[config.mk]
export PLATFORM = sky130hd
export DESIGN_NAME = sha256_round_ctrl
export DESIGN_NICKNAME = d
export VERILOG_FILES = /design/src/rtl/sha256_round_ctrl.sv
export SDC_FILE = /design/constraint.sdc
export NUM_CORES = 1
export LEC_CHECK = 0
export ABC_AREA = 1
export CAP_MARGIN = 20
export CELL_PAD_IN_SITES_DETAIL_PLACEMENT = 1
export CELL_PAD_IN_SITES_GLOBAL_PLACEMENT = 1
export CORE_UTILIZATION = 29
export DETAILED_ROUTE_END_ITERATION = 10
export PLACE_DENSITY = 0.85
export REMOVE_ABC_BUFFERS = 1
export SLEW_MARGIN = 15
export SYNTH_ARGS = -nofsm -noshare
export SYNTH_HDL_FRONTEND = slang
export SYNTH_SLANG_ARGS = --single-unit
[constraint.sdc]
create_clock -name CLK -period 1.4 [get_ports CLK]
set_input_delay 0.35 -clock CLK [delete_from_list [all_inputs] [get_ports CLK]]
set_output_delay 0.35 -clock CLK [all_outputs]
set_load 0.005 [all_outputs]
[src/rtl/sha256_round_ctrl.sv]
// sha256_round_ctrl
// Control FSM for the SHA-256 compression datapath. One 512-bit block is
// accepted per blk_valid/blk_ready handshake. The block is then loaded into
// the working registers, run for ROUNDS rounds, and folded into H0..H7. If
// the block was flagged as the last of its message, the digest is presented
// through digest_valid/digest_ready.
//
// Configuration macro: SHA256_ABORT_EN
//   When defined, adds an `abort` input that returns the FSM to IDLE from any
//   busy state.
//
// Ports
//   CLK           in   system clock, rising edge
//   RST           in   synchronous active-high reset
//   blk_valid     in   message block available on the datapath input
//   blk_ready     out  controller can accept a block (IDLE)
//   first_blk     in   block is first of a message (sampled at handshake)
//   last_blk      in   block is last of a message (sampled at handshake)
//   hash_init     out  load the IV into H0..H7
//   wk_load       out  load working registers A..H from H0..H7
//   round_en      out  advance the working registers by one round
//   msg_sel       out  1 = W from message word, 0 = W from schedule
//   sched_en      out  advance the message-schedule shift register
//   round_idx     out  current round number / K-ROM address
//   hash_upd      out  H <= H + working register
//   busy          out  high in every state except IDLE
//   digest_valid  out  H0..H7 holds the final digest
//   abort         in   (SHA256_ABORT_EN only) return to IDLE
//   digest_ready  in   consumer accepts the digest

module sha256_round_ctrl #(
    parameter int ROUNDS    = 64,
    parameter int MSG_WORDS = 16,
    parameter int IDX_W     = 6
) (
    input  logic             CLK,
    input  logic             RST,
    input  logic             blk_valid,
    output logic             blk_ready,
    input  logic             first_blk,
    input  logic             last_blk,
    output logic             hash_init,
    output logic             wk_load,
    output logic             round_en,
    output logic             msg_sel,
    output logic             sched_en,
    output logic [IDX_W-1:0] round_idx,
    output logic             hash_upd,
    output logic             busy,
    output logic             digest_valid,
`ifdef SHA256_ABORT_EN
    input  logic             abort,
`endif
    input  logic             digest_ready
);

    localparam logic [IDX_W-1:0] LAST_IDX = IDX_W'(ROUNDS - 1);

    typedef enum logic [2:0] {
        S_IDLE,
        S_LOAD,
        S_ROUND,
        S_FINAL,
        S_DONE
    } state_t;

    state_t           r_state;
    state_t           w_next;
    logic [IDX_W-1:0] r_idx;
    logic [IDX_W-1:0] w_idxNext;
    logic             r_first;
    logic             r_last;
    logic             w_accept;
    logic             w_abortHit;

    // State register, round counter and the first/last flags captured at the
    // block handshake. Reset wins over everything, including abort.
    always_ff @(posedge CLK) begin
        if (RST) begin
            r_state <= S_IDLE;
            r_idx   <= '0;
            r_first <= 1'b0;
            r_last  <= 1'b0;
        end else begin
            r_state <= w_next;
            r_idx   <= w_idxNext;
            if (w_abortHit) begin
                r_first <= 1'b0;
                r_last  <= 1'b0;
            end else if (w_accept) begin
                r_first <= first_blk;
                r_last  <= last_blk;
            end
        end
    end

    // Next-state and next-counter logic. The round counter runs only in
    // ROUND and is cleared on the final round so it never shows a wrap.
    always_comb begin
        w_next     = r_state;
        w_idxNext  = r_idx;
        w_accept   = 1'b0;
        w_abortHit = 1'b0;
        case (r_state)
            S_IDLE: begin
                if (blk_valid) begin
                    w_accept = 1'b1;
                    w_next   = S_LOAD;
                end
            end
            S_LOAD: begin
                w_next    = S_ROUND;
                w_idxNext = '0;
            end
            S_ROUND: begin
                if (r_idx == LAST_IDX) begin
                    w_next    = S_FINAL;
                    w_idxNext = '0;
                end else begin
                    w_idxNext = r_idx + IDX_W'(1);
                end
            end
            S_FINAL: begin
                w_next = r_last ? S_DONE : S_IDLE;
            end
            S_DONE: begin
                if (digest_ready) begin
                    w_next = S_IDLE;
                end
            end
            default: begin
                w_next    = S_IDLE;
                w_idxNext = '0;
            end
        endcase
`ifdef SHA256_ABORT_EN
        if (abort && (r_state != S_IDLE)) begin
            w_next     = S_IDLE;
            w_idxNext  = '0;
            w_accept   = 1'b0;
            w_abortHit = 1'b1;
        end
`endif
    end

    // Output decode from registered state, counter and flags. The only input
    // that reaches an output is abort, which must cancel hash_upd in the same
    // cycle so that H is left untouched by an aborted block.
    always_comb begin
        blk_ready    = 1'b0;
        hash_init    = 1'b0;
        wk_load      = 1'b0;
        round_en     = 1'b0;
        msg_sel      = 1'b0;
        sched_en     = 1'b0;
        hash_upd     = 1'b0;
        busy         = 1'b1;
        digest_valid = 1'b0;
        round_idx    = r_idx;
        case (r_state)
            S_IDLE: begin
                blk_ready = 1'b1;
                busy      = 1'b0;
            end
            S_LOAD: begin
                hash_init = r_first;
                wk_load   = 1'b1;
            end
            S_ROUND: begin
                round_en = 1'b1;
                msg_sel  = (int'(r_idx) < MSG_WORDS);
                sched_en = !(int'(r_idx) < MSG_WORDS);
            end
            S_FINAL: begin
`ifdef SHA256_ABORT_EN
                hash_upd = !abort;
`else
                hash_upd = 1'b1;
`endif
            end
            S_DONE: begin
                digest_valid = 1'b1;
            end
            default: begin
                busy = 1'b1;
            end
        endcase
    end

endmodule

# Word-level counts from Yosys, hierarchy flattened
# Index checks and enable logic that the tools add are counted.
# W data, S select, Z words.
# word_totals
out_inout_bits,15
register_bits,11
elab_cells,36
# classes
n_mux,18
reduce_logical,4
order_cmp,1
eq_ne,8
n_addsub,1
# ops
cell,n
$pmux W3 S5,1
$mux W3,4
$pmux W6 S2,1
$mux W1,11
$add A6 B1 Y6 const B,1
$eq A3 B2 Y1 const B,2
$eq A6 B6 Y1 const B,1
$lt A6 B5 Y1 const B,1
$mux W6,1
$ne A2 B2 Y1 const B,3
$eq A3 B1 Y1 const B,1
$eq A3 B3 Y1 const B,1
$logic_not A3 Y1,1
$reduce_and A3 Y1,1
$reduce_or A3 Y1,1
$logic_not A1 Y1,1

# Longest topological paths before layout
# depth
depth_word,3
ltp_mapped,8

# Least setup slack after synthesis
# No wires, ideal clock.
# synth_timing
path_kind,reg-to-output
from,register r_state[0]
to,output hash_init
arrival_time_ns,0.906
slack_ns,0.144
n_path_buf,0
path_stages_with_launch,5
t_required_ns,1.050
cell_sequence,dfxtp_1 inv_1 nor3_1 inv_1 nor2_1
# synth_via
elab_chain_len,2
# synth_lines
element,line_no,text
"start, declared",67,state_t r_state;
"start signal, assigned",85,r_state <= w_next;
$eq A3 B1 Y1,160,case (r_state)
$mux W1,160,
"end, declared",42,"output logic hash_init,"
# No other way between the ends.

# Worst setup path after layout
# layout_timing
from,register r_state[1]
to,output hash_init
# Same word-level chain as after synthesis.

==> metrics.txt <==
status finished with violations; failing checks negative setup slack; antenna violations before repair 0; register area share after synthesis 36.9%; Final Hold Viols 0; crit path kind reg -> out; Period Utilization, post-route 122%; CP peak stage delay 0.38 ns; Leakage 0.645 nW; Pre-Repair DR Iteration Count 4; global-route wire length before repair 4640 um; post-layout instance area 0.00134 mm2; Vias 914; Internal Power 811 uW; clock network power share 18.7%; pin count of the biggest net entering global routing 7; Final WS setup -0.302 ns; most frequent cells in the layout 34 x buf_4, 13 x nand2_1, 13 x buf_6, 8 x inv_1; RSZ-0062 raised after global routing yes; area of the core 0.00194 mm2; Ant. Diodes 0; CTS Buf Count 3; share of cells above drive strength 1 66.0%; PD cells 987 mW/mm2; Area contributors post-synth dfxtp_1 37%, nand2_1 13%, inv_1 7.5%; Yosys top cell by area dfxtp_1; H-Tree Level Count 1; CP arrival 1.35 ns; post-synth top area share 36.9%; Area after DPL 977 um2; # rows 16; Post-Place Cells 156; max-slew violation count 0; Critical-path top delay cell dfxtp_4; total grt overflow 0; Starting Density 30.7%; All-Layer GR Usage 31.6%; sequential cell area 239 um2; Worst setup SP type register; max_cap viols 0; DRT iter0 DRCs 27; combined area of the multi-input logic cells 444 um2; Boundary Pins 21; CTS sink cnt 11; Worst-Margin Slew 0.302 ns; Worst Hold Class reg -> reg; Die Ht 47.4 um; post-route ant nets 0; Root Buffer clkbuf_4; die width 47.4 um; crit-path cells buf_6 -> nor3_4 -> buf_4 -> inv_2 -> nor2_2 -> buf_2; post-layout minimum cycle time 1.70 ns; CTS clk-pin slew, worst paths 0.09 ns; power share of the sequential group 28.2%; port buffer count 20; post-synthesis cell type count 20; VDD IR max 741 uV; DR WL/cell 22.7 um; flops & latches, synth 11; CP max FO 3; vias per cell 4.99; full die area 0.00224 mm2; Post-CTS Hold Buffers 0; worst clock skew 0.0114 ns; YS warnings 0; Post-Layout Cell Count 183; Sw Ratio 38.6%; drt drc 0; worst skew pair latency 0.29 ns; Req. time, crit path 1.05 ns; element type at the critical path end output port; Final Setup Violations 18; WL final 4150 um; Relative slew margins 79.8%; Switch Pwr 510 uW; Post-Syn Area 597 um2; fill count 234; most common cell after layout, fill and taps aside buf_4; gpl congestion 0.865; dpl hpwl 1780 um; CTS tree done; Post-Synthesis Cells 90; Mapped Avg Cell Area 6.63 um2; Pwr Total 1.32 mW; Synth-to-Final Area Change 124%; clock buffer depth 2; combinational power share 53.1%; Fmax 0.587 GHz; vias in the first global route 906; Final Util 68.9%; fin nets 164
[sequential cells by signal, indices dropped and copies added (netlist names)]
| signal | flops |
|---|---|
| r_first | 1 |
| r_last | 1 |
| round_idx | 6 |
| r_state | 3 |
[worst paths after layout]
check	slack (ns)	start	end	cells after the start
worst max-delay path	-0.30	r_state[1]$_SDFFE_PP0P_	hash_init	6
worst min-delay path	0.51	r_last$_SDFFE_PP0P_	r_last$_SDFFE_PP0P_	2
worst max register to register	-0.30	r_state[0]$_SDFFE_PP0P_	round_idx[5]$_SDFFE_PP0N_	13
worst min register to register	0.51	r_last$_SDFFE_PP0P_	r_last$_SDFFE_PP0P_	2
[area by class of cell]
| cell class | instances | share of cell area (%) |
|---|---|---|
| inverters | 15 | 4.95 |
| multi-input cells | 63 | 33.2 |
| flip-flops and latches | 11 | 17.9 |
| repair buffers | 63 | 39.5 |
| clock buffers | 4 | 1.96 |
| well taps | 27 | 2.52 |
[power groups by stage]
stage | logic (mW) | clock network [mW] | registers (mW)
global route | 0.724 | 0.257 | 0.374
global placement | 0.368 | 0 | 0.363
detailed placement | 0.391 | 0 | 0.366
CTS | 0.521 | 0.226 | 0.365
floorplan | 0.150 | 0 | 0.368
finish | 0.702 | 0.247 | 0.373
[cells in the mapped netlist (all sizes together)]
| master | n |
|---|---|
| nand3b | 2 |
| a21oi | 8 |
| clkinv | 1 |
| nor2 | 13 |
| inv | 14 |
| xor2 | 1 |
| buf | 1 |
| nand2 | 24 |
| nand3 | 9 |
| o21ai | 1 |
| ha | 1 |
| nand4 | 1 |
| nor3 | 2 |
| dfxtp | 11 |
| or2 | 1 |
[metal layers]
metal	global-route usage [%]	share of wire, %
met2	50.1	50
met1	36.3	42
met5	0	0
met3	6.92	3.5
met4	25.1	4.4
[logic make-up (layout without fill, tap and decap cells)]
kind of cell	Yosys count	after routing	synth area share, %
buffers and inverters	16	82	10.3
flip-flops	11	11	36.9
XOR/XNOR	1	1	1.47
AO/OA/AOI/OAI	9	9	7.55
AND/OR/NAND/NOR	52	52	41.7
adder cells (fa/ha/maj)	1	1	2.10
[worst max-delay path: cells and delay by family, from the launching register on]
family | cells | cell delay (ns)
buf+inv | 4 | 0.41
flops | 1 | 0.38
simple gates | 2 | 0.25
[through the flow]
stage               hold slack, ns  worst slack (ns)  setup TNS, ns
floorplan                    0.419             0.144              0
global placement             0.446            -0.259          -1.39
detailed placement           0.460            -0.314          -1.90
CTS                          0.473            -0.196          -1.01
global route                 0.529            -0.323          -3.33
finish                       0.506            -0.302          -2.87
[repair_timing]
action | in CTS | in global routing
gates resized for setup | 72 | 36
setup buffers | 17 | 9
endpoints found under the setup margin | 18 | 16
pin swaps | 6 | 16
Power figures use the tool's default switching activity.
